## config.mk

```make
export PLATFORM = sky130hd
export DESIGN_NAME = spawn_arbiter
export DESIGN_NICKNAME = d
export VERILOG_FILES = /design/src/rtl/spawn_arbiter.sv
export SDC_FILE = /design/constraint.sdc
export NUM_CORES = 1
export LEC_CHECK = 0
export CAP_MARGIN = 10
export CORE_AREA = 2 2 189 191
export CTS_CLUSTER_DIAMETER = 100
export DETAILED_ROUTE_END_ITERATION = 8
export DIE_AREA = 0 0 191 193
export SYNTH_ARGS = -nofsm -noshare
export SYNTH_HDL_FRONTEND = slang
export SYNTH_SLANG_ARGS = --single-unit
```

## constraint.sdc

```tcl
create_clock -name clk -period 1.6 [get_ports clk]
set_input_delay 0.16 -clock clk [delete_from_list [all_inputs] [get_ports clk]]
set_output_delay 0.16 -clock clk [all_outputs]
set_load 0.05 [all_outputs]
```

## src/rtl/spawn_arbiter.sv

```systemverilog
// rtl/spawn_arbiter.sv - round-robin arbiter sharing one spawn channel among NUM_ACCS requesters
//
// Grants the new-task channel to one requester at a time, forwards its whole
// packet, then holds the grant until the manager ACK for that packet has been
// handed back to the same requester. Fairness is per packet+ACK, so a rejected
// requester re-competes behind everyone else.
//
// Ports:
//   clk, rstn           clock, asynchronous active-low reset
//   in_valid/in_ready   per-requester spawn beat handshake
//   in_data/in_last     per-requester beat (64 bits each, requester i at [64i+63:64i])
//   out_valid/out_ready beat handshake towards the manager
//   out_data/out_last   forwarded beat, out_id = granted requester index
//   ack_in_*            ACK from the manager (code in ack_in_data[7:0], target in ack_in_dest)
//   ack_out_valid/ready per-requester ACK handshake, ack_out_data shared registered word
//   err                 sticky: an ACK arrived whose dest was not the granted requester
//
// Optional: define SPAWN_ARB_STATS_EN to add saturating counters stat_ok,
// stat_reject and stat_final for captured ACK codes.

module spawn_arbiter #(
    parameter int         NUM_ACCS   = 4,
    parameter logic [7:0] ACK_OK     = 8'h01,
    parameter logic [7:0] ACK_REJECT = 8'h00,
    parameter logic [7:0] ACK_FINAL  = 8'h02
) (
    input  logic                     clk,
    input  logic                     rstn,
    input  logic [NUM_ACCS-1:0]      in_valid,
    output logic [NUM_ACCS-1:0]      in_ready,
    input  logic [64*NUM_ACCS-1:0]   in_data,
    input  logic [NUM_ACCS-1:0]      in_last,
    output logic                     out_valid,
    input  logic                     out_ready,
    output logic [63:0]              out_data,
    output logic                     out_last,
    output logic [7:0]               out_id,
    input  logic                     ack_in_valid,
    output logic                     ack_in_ready,
    input  logic [63:0]              ack_in_data,
    input  logic [7:0]               ack_in_dest,
    output logic [NUM_ACCS-1:0]      ack_out_valid,
    input  logic [NUM_ACCS-1:0]      ack_out_ready,
    output logic [63:0]              ack_out_data,
    output logic                     err
`ifdef SPAWN_ARB_STATS_EN
    ,
    output logic [31:0]              stat_ok,
    output logic [31:0]              stat_reject,
    output logic [31:0]              stat_final
`endif
);

    localparam int IDW = $clog2(NUM_ACCS);
    localparam logic [IDW-1:0] LAST_RST = IDW'(NUM_ACCS - 1);

    // Distinct codes keep the statistics unambiguous; out-of-range sizes would
    // break the 8-bit id and the index arithmetic.
    if (NUM_ACCS < 2 || NUM_ACCS > 16 || ACK_OK == ACK_REJECT ||
        ACK_OK == ACK_FINAL || ACK_REJECT == ACK_FINAL) begin : g_bad_cfg
        $error("spawn_arbiter: unsupported parameter set");
    end

    typedef enum logic [1:0] {
        IDLE     = 2'd0,
        FWD      = 2'd1,
        WAIT_ACK = 2'd2,
        SEND_ACK = 2'd3
    } state_t;

    state_t         state;
    logic [IDW-1:0] grant;
    logic [IDW-1:0] last;

    logic           sel_found;
    logic [IDW-1:0] sel_idx;
    int             cand;

    logic           g_valid;
    logic           g_last;
    logic           g_ack_ready;
    logic           ack_dest_hit;
    logic           ack_capture;

    // Round-robin pick: first requesting index after the last served one.
    always_comb begin
        sel_found = 1'b0;
        sel_idx   = '0;
        cand      = 0;
        for (int k = 1; k <= NUM_ACCS; k++) begin
            cand = int'(last) + k;
            if (cand >= NUM_ACCS) begin
                cand = cand - NUM_ACCS;
            end
            if (!sel_found && in_valid[IDW'(cand)]) begin
                sel_found = 1'b1;
                sel_idx   = IDW'(cand);
            end
        end
    end

    // Steer the granted requester's signals; forwarding is purely combinational.
    always_comb begin
        out_data      = '0;
        g_valid       = 1'b0;
        g_last        = 1'b0;
        g_ack_ready   = 1'b0;
        in_ready      = '0;
        ack_out_valid = '0;
        for (int i = 0; i < NUM_ACCS; i++) begin
            if (grant == IDW'(i)) begin
                out_data         = in_data[i*64 +: 64];
                g_valid          = in_valid[i];
                g_last           = in_last[i];
                g_ack_ready      = ack_out_ready[i];
                in_ready[i]      = (state == FWD) && out_ready;
                ack_out_valid[i] = (state == SEND_ACK);
            end
        end
    end

    assign out_valid    = (state == FWD) && g_valid;
    assign out_last     = g_last;
    assign out_id       = 8'(grant);
    assign ack_in_ready = (state == WAIT_ACK);
    assign ack_dest_hit = (ack_in_dest == 8'(grant));
    assign ack_capture  = (state == WAIT_ACK) && ack_in_valid && ack_dest_hit;

    always_ff @(posedge clk or negedge rstn) begin
        if (!rstn) begin
            state        <= IDLE;
            grant        <= '0;
            last         <= LAST_RST;
            ack_out_data <= '0;
            err          <= 1'b0;
        end else begin
            case (state)
                IDLE: begin
                    if (sel_found) begin
                        grant <= sel_idx;
                        state <= FWD;
                    end
                end
                FWD: begin
                    if (g_valid && out_ready && g_last) begin
                        state <= WAIT_ACK;
                    end
                end
                WAIT_ACK: begin
                    if (ack_in_valid) begin
                        if (ack_dest_hit) begin
                            ack_out_data <= ack_in_data;
                            state        <= SEND_ACK;
                        end else begin
                            // Misrouted ACK is swallowed so the manager cannot stall.
                            err <= 1'b1;
                        end
                    end
                end
                SEND_ACK: begin
                    if (g_ack_ready) begin
                        last  <= grant;
                        state <= IDLE;
                    end
                end
                default: state <= IDLE;
            endcase
        end
    end

`ifdef SPAWN_ARB_STATS_EN
    function automatic logic [31:0] sat_inc(input logic [31:0] v);
        return (v == 32'hFFFF_FFFF) ? v : v + 32'd1;
    endfunction

    always_ff @(posedge clk or negedge rstn) begin
        if (!rstn) begin
            stat_ok     <= '0;
            stat_reject <= '0;
            stat_final  <= '0;
        end else if (ack_capture) begin
            if (ack_in_data[7:0] == ACK_OK) begin
                stat_ok <= sat_inc(stat_ok);
            end
            if (ack_in_data[7:0] == ACK_REJECT) begin
                stat_reject <= sat_inc(stat_reject);
            end
            if (ack_in_data[7:0] == ACK_FINAL) begin
                stat_final <= sat_inc(stat_final);
            end
        end
    end
`else
    logic unused_capture;
    assign unused_capture = ack_capture;
`endif

endmodule

```

Yosys cells after proc, flatten, opt, wreduce, memory -nomap -nowiden. Cells that the tools add are included.

Memories: 0. Bits in read-only memories: 0. RAM bits: 0. Logic and storage cells: 105. Input bits: 344. Output and inout bits: 148. Bits in latches: 0. Register bits: 71.

Bitwise logic cells: 1. Reductions and logical operators: 17. Magnitude comparators: 8. Div/mod/pow operators: 0. Multiply operators: 0. Equality and inequality tests: 12. Add/sub/neg operators: 8. Shifts and indexed selects: 0. Mux-type cells: 54.

Operator list (count): $mux W64 (4); $mux W1 (32); $mux W2 (13); $lt A2 B4 Y1 const B (4); $ge A3 B3 Y1 const B (3); $bmux W1 S2 (4); $eq A2 B2 Y1 const B (4); $eq A8 B2 Y1 (1); $pmux W2 S4 (1); $sub A2 B1 Y2 const B (4); $logic_and A1 B1 Y1 (7); $add A2 B2 Y3 const B (2); $ne A2 B2 Y1 const B (3); $reduce_and A3 Y1 (2); $reduce_and A5 Y1 (1); $add A2 B3 Y4 const B (1); $eq A2 B1 Y1 const B (2); $ge A4 B3 Y1 const B (1); $logic_not A2 Y1 (2); $ne A2 B1 Y1 const B (2); $reduce_and A2 Y1 (2); $add A2 B1 Y3 const B (1); $logic_not A1 Y1 (3); $not A1 Y1 (1).

Logic depth before layout (Yosys ltp). Gate-level depths: netlist (run 1).

Depth after elaboration: 18. Mapped depth: 7. Mapped depth without buffers: 6.

Least setup slack after synthesis (run 1). No wires, ideal clock.

Kind: flip-flop to output port. Start: register grant[0]. End: output port in_ready[1]. Cell stages (with the launch flop): 5. Slack: -1.051 ns. Data required time: 1.440 ns. Buffers on the path: 3. Data arrival time: 2.491 ns. Cells stage by stage: dfrtp_1 buf_6 buf_2 buf_1 nor3b_1.

Cells in the longest elaborated chain, start to end: 2.

RTL lines: start, declared (RTL line 72) `logic [IDW-1:0] grant;`; start signal, assigned (RTL line 140) `grant <= sel_idx;`; $eq A2 B1 Y1 (RTL line 111) `if (grant == IDW'(i)) begin`; $mux W1 (RTL line 111); end, declared (RTL line 30) `output logic [NUM_ACCS-1:0] in_ready,`.

Every way passes these cells.

Worst setup path after layout (run 1).
Start: register grant[0]. End: output port out_data[34].

Cells in the longest elaborated chain, start to end: 5. Elaborated cells on any way between the ends: 8. Those cells by class: 3 x eq/ne; 4 x mux; 1 x reduce/logical.

RTL lines: $logic_not A2 Y1 (RTL line 111); $mux W64 (3 in series) (RTL line 111); $mux W64 * (RTL line 111); end, declared (RTL line 35) `output logic [63:0] out_data,`.

Every way passes the cells marked *; elsewhere a longest branch is shown, timed or not.

==> flow_summary.json, run 1 <==
{
  "cts-buffers-inserted": 9,
  "drtPass1Iterations": 4,
  "drive_gt1_share_pct": 46.10,
  "io-pin-count": 492,
  "gp_congestion": 0.9106,
  "async_flop_share_pct": 100.0,
  "drc": 0,
  "grt_pass1_vias": 5680,
  "met1_length_um": 11140,
  "htree_num_levels": 3,
  "reg2reg_depth": 7,
  "power_leakage_nw": 4.990,
  "clk_latency_ns": 0.34,
  "ys_types": 43,
  "coreArea_um2": 34960,
  "clk_path_buf_depth": 2,
  "final_area_um2": 11790,
  "rr_endpoint": "ack_out_data[11]",
  "max_cap_viol_count": 0,
  "setup_viol": 142,
  "vias": 5289,
  "synth_top_cell_area_share_pct": 37.14,
  "fp.dieH_um": 193,
  "worstReg2RegStart": "grant[1]",
  "failed_checks": "negative setup slack",
  "postSynthAreaPerCell_um2": 15.81,
  "avgViaCountPerCell": 4.013,
  "top_layer_used": "met5",
  "rows": 69,
  "slew_violations": 0,
  "fin_crit_sh_pct": 128.4,
  "first_iter_violations": 160,
  "yosys-top-cells-area": "dfrtp_1, mux4_2, mux2_2, mux2_1, buf_6",
  "powerDensity_nw_per_um2": 1506,
  "dp_hpwl_um": 23560,
  "root_buffer": "clkbuf_16",
  "cp.required_ns": 1.44,
  "rsz0062_at_grt": "yes",
  "portBuffers": 485,
  "fin_nets": 1191,
  "numClockSinks": 71,
  "endpoint_kind": "primary output",
  "die_x_um": 191,
  "worstPathArrival_ns": 1.89,
  "overflow": 0,
  "placement.cell_area_um2": 10210,
  "ys_ff_latch": 71,
  "syn_inst": 294,
  "yosysWarnings": 0,
  "fin_skew_ns": 0.003291,
  "status": "finished, violations left",
  "hold_path_class": "input port to async pin",
  "crit_path_start_kind": "register",
  "dr_wl_met2_um": 14840,
  "fin_util_pct": 33.72,
  "antenna_left": 0,
  "hold_violations": 0,
  "dieArea_um2": 36860,
  "wirelength_um": 30100,
  "grt.total_usage_pct": 14.59,
  "holdWs_ns": 0.2471,
  "start_util_pct": 13.30,
  "cp_max_fo": 5,
  "reg2reg_slack_ns": -0.45,
  "ys_seq_area_share_pct": 38.27,
  "antenna_found_initial": 15,
  "grt_start_max_net_pins": 53,
  "synth_area_um2": 4649,
  "ir_worst_vdd_v": 0.0007326,
  "synthTopCellsByCount": "dfrtp_1, mux4_2, mux2_2, mux2_1",
  "clk_pin_slew_worst_paths_ns": 0.06,
  "critical_path_class": "register to primary output",
  "cts_tree": "built",
  "wl_met3_um": 3285,
  "synthFlopType": "dfrtp_1",
  "yosys.area.top_type": "dfrtp_1",
  "grt_pass1_wl_um": 38430,
  "area_growth_pct": 153.6,
  "fin_crit_ns": 2.055,
  "wl_per_cell_um": 22.84,
  "synth.most_common_cell": "dfrtp_1",
  "fin_ws_ns": -0.4548,
  "max_freq_mhz": 486.7,
  "synth-edff-count": 0
}
cells by family (layout without fill, tap and decap cells):
logic type / Yosys count / after routing / share of synthesized area [%]
AOI/OAI and AO/OA: 14 / 14 / 2.288
xor gates and xnor gates: 2 / 2 / 0.3768
adders and majority gates: 5 / 5 / 1.346
buffers and inverters: 37 / 584 / 5.059
DFF: 71 / 71 / 38.27
muxes: 136 / 136 / 48.92
other: 1 / 17 / 0.08065
and+or+nand+nor: 28 / 28 / 3.660
power breakdown:
part / total (mW) / switching [mW] / leakage, nW / internal (mW)
combinational: 13.3 / 6.91 / 3.86 / 6.37
clock: 2.35 / 0.826 / 0.163 / 1.52
sequential: 2.13 / 0.138 / 0.966 / 2.00
worst max-delay path by stage:
stage / start / to / slack (ns) / depth (start not counted)
2_1_floorplan: grant[0] / state[1] / -0.51 / 5
3_3_place_gp: ack_in_dest[3] / ack_out_data[19] / -0.54 / 7
3_5_place_dp: ack_in_dest[3] / ack_out_data[25] / -0.49 / 7
4_1_cts: grant[0] / out_data[48] / -0.53 / 5
5_1_grt: grant[0] / ack_out_data[17] / -0.55 / 7
6_report: grant[0] / out_data[34] / -0.45 / 5
state kept, by name (all words and copies together) (netlist names):
register,cells
err,1
grant,2
last,2
ack_out_data,64
state,2
final cells by class:
cell class / instances / area [um^2]
inverters: 6 / 25.02
repair buffers: 563 / 6045
clock buffers: 10 / 229.0
diodes: 11 / 27.53
well taps: 461 / 576.8
flip-flops and latches: 71 / 1787
clock inverters: 5 / 107.6
fillers: 3481 / 23170
multi-input cells: 191 / 2993
metal layers:
layer  GRT usage (%)  vias up
li1                -     2277
met1           17.06     2607
met2           23.65      355
met3           5.810       42
met4           6.380        8
met5               0        -
critical path, cell delays in order (launching register included):
cell and delay, ns:
dfrtp_4 0.50, buf_6 0.17, buf_12 0.13, buf_16 0.13
mux4_2 0.45, buf_8 0.17
through the flow:
stage	power, mW	worst slack, ns	TNS [ns]	cells
final	17.76	-0.4548	-55.97	1318
after global routing	18.42	-0.5472	-67.28	1313
after CTS	17.17	-0.5308	-60.91	1291
after detailed placement	12.81	-0.4878	-44.71	1265
after global placement	12.86	-0.5410	-50.36	1265
after floorplan	9.029	-0.5069	-52.72	299
cell usage in the layout (no fill, tap or decap), types with 4 or more instances in the layout:
| cell type | count |
|---|---|
| inv_1 | 5 |
| mux4_2 | 66 |
| buf_6 | 75 |
| buf_16 | 6 |
| conb_1 | 6 |
| clkdlybuf4s50_1 | 342 |
| buf_12 | 22 |
| buf_4 | 90 |
| mux2_4 | 40 |
| clkbuf_16 | 17 |
| dfrtp_1 | 67 |
| mux2_1 | 8 |
| mux2_2 | 19 |
| diode_2 | 11 |
| nor2b_4 | 4 |
| buf_8 | 19 |
repair_timing:
action                                  in CTS  in global routing
endpoints found under the setup margin     142                143
pin swaps                                    5                  8
resized for setup                          120                 79
hold buffers                                 1                  0
gates cloned                                 5                  8
setup buffers                                8                 12
endpoints found under the hold margin       19                  0
Note: power is estimated with default switching activity, not from simulation.
==> inputs of run 2 (changes only) <==
==> constraint.sdc (replaced) <==
create_clock -name clk -period 1.6 [get_ports clk]
set_input_delay 0.4 -clock clk [delete_from_list [all_inputs] [get_ports clk]]
set_output_delay 0.4 -clock clk [all_outputs]
set_load 0.05 [all_outputs]
==> flow_summary.json, run 2 (same netlist as run 1, synthesis figures left out) <==
{
  "status": "finished, violations left",
  "failed_checks": "negative setup slack",
  "clk_path_buf_depth": 2,
  "root_buffer": "clkbuf_16",
  "placement.cell_area_um2": 11020,
  "layout_common_cells": "clkdlybuf4s50_1, buf_12, buf_6",
  "antenna_found_initial": 13,
  "final_area_um2": 12440,
  "wl_met3_um": 3651,
  "critical_path_class": "register to primary output",
  "max_freq_mhz": 446.4,
  "dr_wl_met2_um": 15010,
  "ir_worst_vdd_v": 0.0007836,
  "fin_crit_sh_pct": 140.0,
  "final_common_cell": "clkdlybuf4s50_1",
  "rows": 69,
  "intPower_mw": 9.598,
  "numClockSinks": 71,
  "vias": 5251,
  "grt.total_usage_pct": 15.14,
  "finalNonFillerCells": 1302,
  "clk_latency_ns": 0.34,
  "num-fill-cells": 3434,
  "seq_power_share_pct": 12.9,
  "cts-buffers-inserted": 9,
  "met1_length_um": 11470,
  "clkPwrFrac_pct": 13.9,
  "wirelength_um": 30760,
  "die_x_um": 191,
  "cts_tree": "built",
  "gp_congestion": 0.9032,
  "place_ws_ns": -0.7298,
  "setup_viol": 143,
  "worstPathArrival_ns": 1.84,
  "fin_nets": 1181,
  "grt_pass1_vias": 5533,
  "max_cap_viol_count": 0,
  "slew_violations": 0,
  "portBuffers": 485,
  "largest_reg_flops": 64,
  "hold_path_class": "input port to async pin",
  "p_switching_mw": 7.638,
  "area_growth_pct": 167.5,
  "overflow": 0,
  "wl_per_cell_um": 23.63,
  "avgViaCountPerCell": 4.033,
  "hold_violations": 0,
  "first_iter_violations": 177,
  "crit_path_start_kind": "register",
  "power_leakage_nw": 5.083,
  "top_layer_used": "met5",
  "dp.cells": 1260,
  "p_sw_share_pct": 44.31,
  "drtPass1Iterations": 4,
  "fp.dieH_um": 193,
  "regArea_um2": 1787,
  "fin_ws_ns": -0.6403,
  "p_total_mw": 17.24,
  "htree_num_levels": 3,
  "cp_max_fo": 9,
  "multiInputGateArea_um2": 3020,
  "fin_crit_ns": 2.240,
  "dp_hpwl_um": 25460,
  "top_register": "ack_out_data",
  "drive_gt1_share_pct": 45.76,
  "io-pin-count": 492,
  "rsz0062_at_grt": "yes",
  "p_comb_share_pct": 73.2,
  "endpoint_kind": "primary output",
  "tns_ns": -80.39,
  "powerDensity_nw_per_um2": 1386,
  "start_util_pct": 13.30,
  "dieArea_um2": 36860,
  "fin_skew_ns": 0.003582,
  "antenna_left": 0,
  "holdWs_ns": 0.4456,
  "grt_pass1_wl_um": 39600,
  "fin_util_pct": 35.57,
  "grt_start_max_net_pins": 47,
  "coreArea_um2": 34960,
  "cp.required_ns": 1.20,
  "drc": 0,
  "clk_pin_slew_worst_paths_ns": 0.06
}
## run 2: per-layer routing
metal	vias to the layer above	GRT usage, %
met3	47	7.059
li1	2247	-
met5	-	0
met2	334	25.64
met4	14	4.383
met1	2609	17.02
## run 2: repair_timing
action                                  4_1_cts  5_1_grt
resized for setup                            32      165
pin swaps                                     1        7
cloned                                        1        6
setup buffers                                 8       10
endpoints found under the setup margin      143      146
hold buffers                                  1        0
hold endpoints to repair                     10        0
## run 2: area by class of cell
cell class / instances / area share, %
multi-input cells: 191 / 24.28
well taps: 461 / 4.637
flip-flops and latches: 71 / 14.36
diodes: 4 / 0.08047
repair buffers: 553 / 53.61
inverters: 6 / 0.1811
clock buffers: 10 / 1.921
clock inverters: 6 / 0.9255
## run 2: worst max-delay path, cell delays in order, from the launching register on
cell and delay, ns:
dfrtp_4 0.44, buf_12 0.16, buf_16 0.15, mux4_2 0.55, buf_6 0.18
## run 2: path summary, 6_finish.rpt
kind                          start               end  depth (start not counted)  slack [ns]
max                        grant[0]       out_data[4]                          4       -0.64
min                            rstn   ack_out_data[3]                          2        0.45
max reg2reg                grant[0]  ack_out_data[25]                          8       -0.60
min reg2reg                     err               err                          1        0.56
max in group asynchronous      rstn           last[1]                          3        0.63
min in group clk                err               err                          1        0.56
## run 2: power by group through the flow
stage	clock, mW	sequential [mW]	combinational (mW)
finish	2.39	2.22	12.6
global route	2.55	2.24	13.1
CTS	2.49	2.22	11.5
detailed placement	0	2.34	10.8
global placement	0	2.34	10.8
floorplan	0	2.50	6.56
==> inputs of run 3 (changes only) <==
--- a/config.mk
+++ b/config.mk
@@ -10,6 +10,7 @@
 export CTS_CLUSTER_DIAMETER = 100
 export DETAILED_ROUTE_END_ITERATION = 8
 export DIE_AREA = 0 0 191 193
+export REMOVE_ABC_BUFFERS = 1
 export SYNTH_ARGS = -nofsm -noshare
 export SYNTH_HDL_FRONTEND = slang
 export SYNTH_SLANG_ARGS = --single-unit
==> flow_summary.json, run 3 (same netlist as run 1, synthesis figures left out) <==
{
  "status": "finished, violations left",
  "failed_checks": "negative setup slack",
  "first_iter_violations": 152,
  "gp_congestion": 0.8709,
  "fp.dieH_um": 193,
  "drive_gt1_share_pct": 47.23,
  "worstPathArrival_ns": 1.88,
  "hold_violations": 0,
  "cts-buffers-inserted": 9,
  "fin_skew_ns": 0.002082,
  "top_register": "ack_out_data",
  "coreArea_um2": 34960,
  "setup_viol": 143,
  "overflow": 0,
  "dp.cells": 1261,
  "placement.cell_area_um2": 10990,
  "fin_crit_sh_pct": 142.3,
  "layout_common_cells": "clkdlybuf4s50_1, buf_12, buf_6",
  "root_buffer": "clkbuf_16",
  "fin_ws_ns": -0.6772,
  "rows": 69,
  "grt_pass1_wl_um": 39240,
  "cp.required_ns": 1.20,
  "numClockSinks": 71,
  "die_x_um": 191,
  "powerDensity_nw_per_um2": 1383,
  "antenna_left": 0,
  "final_common_cell": "clkdlybuf4s50_1",
  "slew_violations": 0,
  "fin_nets": 1191,
  "io-pin-count": 492,
  "drc": 0,
  "wl_per_cell_um": 23.92,
  "multiInputGateArea_um2": 3062,
  "portBuffers": 485,
  "power_leakage_nw": 5.172,
  "htree_num_levels": 3,
  "dieArea_um2": 36860,
  "ir_worst_vdd_v": 0.0008876,
  "grt_start_max_net_pins": 30,
  "num-fill-cells": 3432,
  "dp_hpwl_um": 25600,
  "rsz0062_at_grt": "yes",
  "start_util_pct": 13.30,
  "avgViaCountPerCell": 3.966,
  "fin_crit_ns": 2.277,
  "hold_path_class": "input port to register",
  "cp_max_fo": 3,
  "clk_path_buf_depth": 2,
  "largest_reg_flops": 64,
  "area_growth_pct": 170.6,
  "antenna_found_initial": 12,
  "place_ws_ns": -0.7564,
  "vias": 5207,
  "holdWs_ns": 0.4773,
  "max_freq_mhz": 439.1,
  "cts_tree": "built",
  "grt_pass1_vias": 5371,
  "final_area_um2": 12580,
  "endpoint_kind": "primary output",
  "clk_latency_ns": 0.34,
  "critical_path_class": "register to primary output",
  "grt.total_usage_pct": 15.14,
  "max_cap_viol_count": 0,
  "finalNonFillerCells": 1313,
  "wirelength_um": 31410,
  "crit_path_start_kind": "register",
  "clk_pin_slew_worst_paths_ns": 0.06,
  "drtPass1Iterations": 5,
  "regArea_um2": 1787
}
-- run 3: cell types whose count changed in the layout (fill, tap and decap cells not counted), sizes merged, moves of 2 or more --
cell,before,now
buf,204,211
clkbuf,16,19
clkinv,0,3
bufinv,3,1
clkdlybuf4s50,342,340
dlymetal6s2s,0,2
-- run 3: worst max-delay path, cell delays in order, from the launching register on --
cell and delay [ns]:
dfrtp_4 0.46, buf_6 0.14, buf_6 0.11, mux4_2 0.53, buf_6 0.14, buf_8 0.14
-- run 3: layout make-up --
type / count / share of cell area [%]
multi-input cells: 191 / 24.34
diodes: 5 / 0.09945
clock buffers: 10 / 1.900
flip-flops and latches: 71 / 14.20
clock inverters: 6 / 0.5470
inverters: 6 / 0.1790
well taps: 461 / 4.585
repair buffers: 563 / 54.15
-- run 3: final timing paths --
path                        startpoint                to  slack (ns)  cells past startpoint
max                           grant[0]          out_last       -0.68                      5
min                        in_valid[3]          grant[1]        0.48                      3
max reg2reg                   grant[1]  ack_out_data[44]       -0.59                      8
min reg2reg                        err               err        0.55                      1
max in group asynchronous         rstn  ack_out_data[45]        0.60                      3
min in group asynchronous         rstn  ack_out_data[55]        0.50                      2
-- run 3: layer usage --
layer	track usage, %	share of wire (%)	up-vias	wire length, um
met5	0	0.21	-	65
met2	25.95	51	289	16050
met1	17.47	37	2603	11540
li1	-	-	2259	-
met4	5.397	2.3	10	734
met3	5.339	9.6	46	3016
-- run 3: through the flow --
| step | power [mW] | utilization, % | setup TNS, ns |
|---|---|---|---|
| 2_1_floorplan | 7.513 | - | -440.68 |
| 3_3_place_gp | 13.14 | 31.43 | -73.28 |
| 3_5_place_dp | 13.15 | 31.43 | -73.64 |
| 4_1_cts | 16.77 | 33.88 | -80.12 |
| 5_1_grt | 18.02 | 35.98 | -90.61 |
| 6_report | 17.40 | 35.98 | -81.92 |
-- run 3: timing repair --
item,4_1_cts,5_1_grt
hold endpoints to repair,17,0
hold buffers,1,0
cloned,2,9
setup endpoints to repair,145,147
resized for setup,107,111
pin swaps,3,10
setup buffers,8,15
-- run 3: report_power, final --
part,leakage (nW),internal (mW),switching [mW],total [mW]
clock,0.149,1.26,0.842,2.10
combinational,4.06,6.30,6.79,13.1
sequential,0.966,2.00,0.210,2.21
==> RTL edit: new RTL, flow settings as in run 2 <==
The parameter `NUM_ACCS` goes from 4 to 2.
--- a/src/rtl/spawn_arbiter.sv
+++ b/src/rtl/spawn_arbiter.sv
@@ -19,7 +19,7 @@
 // stat_reject and stat_final for captured ACK codes.
 
 module spawn_arbiter #(
-    parameter int         NUM_ACCS   = 4,
+    parameter int         NUM_ACCS   = 2,
     parameter logic [7:0] ACK_OK     = 8'h01,
     parameter logic [7:0] ACK_REJECT = 8'h00,
     parameter logic [7:0] ACK_FINAL  = 8'h02
Ports: changed (6 resized); port bits go from 492 to 354. The function was not compared with the original's and may differ.
==> RTL edit against run 2 <==
The run still ends with setup timing left. Worst setup slack improved by 0.16 ns. Sequential cell count decreased by 2. Area after synthesis decreased by 17%. Non-clock buffer count decreased by 154. Design area decreased by 19%. Total power decreased by 31%. Wire length decreased by 31%. Final cell count decreased by 14%. First-iteration DRC count decreased by 60%. Maximum frequency increased by 7.8%. Via count decreased by 29%.
==> RTL edit: results (changes against run 2) <==
- Post-synth top cells: mux2_2, dfrtp_1, mux2_4 (was dfrtp_1, mux4_2, mux2_2)
- Final Net Count: 869 (was 1181)
- Internal power of the cells: 0.00706 W (was 0.00960 W)
* Result of the run: complete, but fails checks (unchanged)
- Violated checks: setup timing (unchanged)
- Average cell area after synthesis: 14.9 sq um (was 15.8 sq um)
- The count of final setup violators is 138 (was 143).
- Placed inst area: 9270 sq um (was 11000 sq um)
- The final clock skew is 0.00468 ns (was 0.00358 ns).
* Total leakage power: 4.70 nW (was 5.08 nW)
* Number of library cell types mapped by synthesis: 30 (was 43)
* Critical Path Max Stage Delay: 0.48 ns (was 0.55 ns)
- Antenna fix cells: 0 (was 4)
- The detailed placer's ending HPWL was 16.9 mm (was 25.5 mm).
- The overall global routing resource usage was 0.109 (was 0.151).
- Origin of the critical flop-to-flop path: grant (was grant[0])
- The post-placement cell count came to 1080 (was 1260).
- Synth area leaders: dfrtp_1, mux2_4, mux2_2 (was dfrtp_1, mux4_2, mux2_2)
- The final setup slack of the worst path was -0.479 ns (was -0.640 ns).
- CP top delay family: buffers and inverters (was multiplexers)
- The via count of the first global-routing pass came to 4065 (was 5533).
* Share of synthesized area occupied by flip-flops and latches: 0.448 (was 0.383)
- The fraction of layout instances using a drive strength above 1 was 0.543 (was 0.458).
- Max IR drop VDD: 0.467 mV (was 0.784 mV)
- The pin count of the biggest net entering global routing is 25 (was 47).
- CP Max Fanout: 17 (was 9)
- Worst Reg-to-Reg Cells: 7 (was 8)
[RTL edit: cell types whose count changed after synthesis, moves of 3 or more]
cell and delta:
buf_2 -8, nand2b_1 -3, mux4_2 -66, mux2_1 -29, buf_1 -4, mux2_2 +33
clkbuf_1 +4, inv_1 -4, mux2_4 +59
[RTL edit: cell type report]
| type | count | area (sq um) |
|---|---|---|
| Clock inverter | 1 | 30.0 |
| Multi-Input combinational cell | 173 | 2340 |
| Sequential cell | 69 | 1730 |
| Fill cell | 3552 | 24900 |
| Timing Repair Buffer | 399 | 5150 |
| Clock buffer | 13 | 270 |
| Inverter | 2 | 10.0 |
| Tap cell | 461 | 577 |
[RTL edit: cells by family (layout without fill, tap and decap cells)]
family                     after synthesis  in the layout  synth area share
AOI/OAI and AO/OA                        8              8            0.0133
xor gates and xnor gates                 1              1           0.00227
adders and majority gates                5              5            0.0162
buffers and inverters                   24            415            0.0428
DFF                                     69             69             0.448
muxes                                  132            132             0.443
other                                    1              7          0.000971
and+or+nand+nor                         20             20            0.0344
[RTL edit: per-stage QoR]
step | setup slack [ns] | utilization | hold WS [ns] | power (W)
finish | -0.479 | 0.289 | 0.479 | 0.0118
floorplan | -0.341 | - | 0.104 | 0.00585
CTS | -0.514 | 0.286 | 0.462 | 0.0118
global route | -0.520 | 0.289 | 0.481 | 0.0123
global placement | -1.07 | 0.265 | 0.297 | 0.00907
detailed placement | -0.978 | 0.265 | 0.297 | 0.00907
[RTL edit: routing by layer]
metal,global-route usage,vias up,share of wire
li1,-,1701,-
met1,0.126,1782,0.40
met2,0.188,230,0.48
met3,0.0420,13,0.11
met4,0.0292,0,0.013
met5,0,-,0
[RTL edit: path summary, 6_finish.rpt]
| path | end | slack [ns] |
|---|---|---|
| worst max-delay path | out_data[63] | -0.48 |
| worst min-delay path | state[0] | 0.48 |
| worst max register to register | ack_out_data[34] | -0.30 |
| worst min register to register | last | 0.55 |
| max in group asynchronous | ack_out_data[61] | 0.55 |
| min in group clk | last | 0.55 |
[RTL edit: power groups by stage]
stage                     Sequential (W)  Combinational [W]  Clock [W]
final                            0.00203            0.00769    0.00209
after global routing             0.00204            0.00798    0.00228
after CTS                        0.00202            0.00761    0.00220
after detailed placement         0.00205            0.00701          0
after global placement           0.00205            0.00702          0
after floorplan                  0.00223            0.00361          0
[RTL edit: worst reg2reg max path: cells and delay by family (launching register included)]
kind / cells / cell delay [ns]
buf+inv: 3 / 0.51
flops: 1 / 0.48
mux: 1 / 0.31
xor+xnor: 1 / 0.20
simple gates: 2 / 0.27
[RTL edit: timing repair]
action,CTS,global route
endpoints found under the hold margin,11,0
cloned,3,1
hold buffers,1,0
setup buffers,13,6
resized for setup,67,10
endpoints found under the setup margin,138,138
pin swaps,4,6
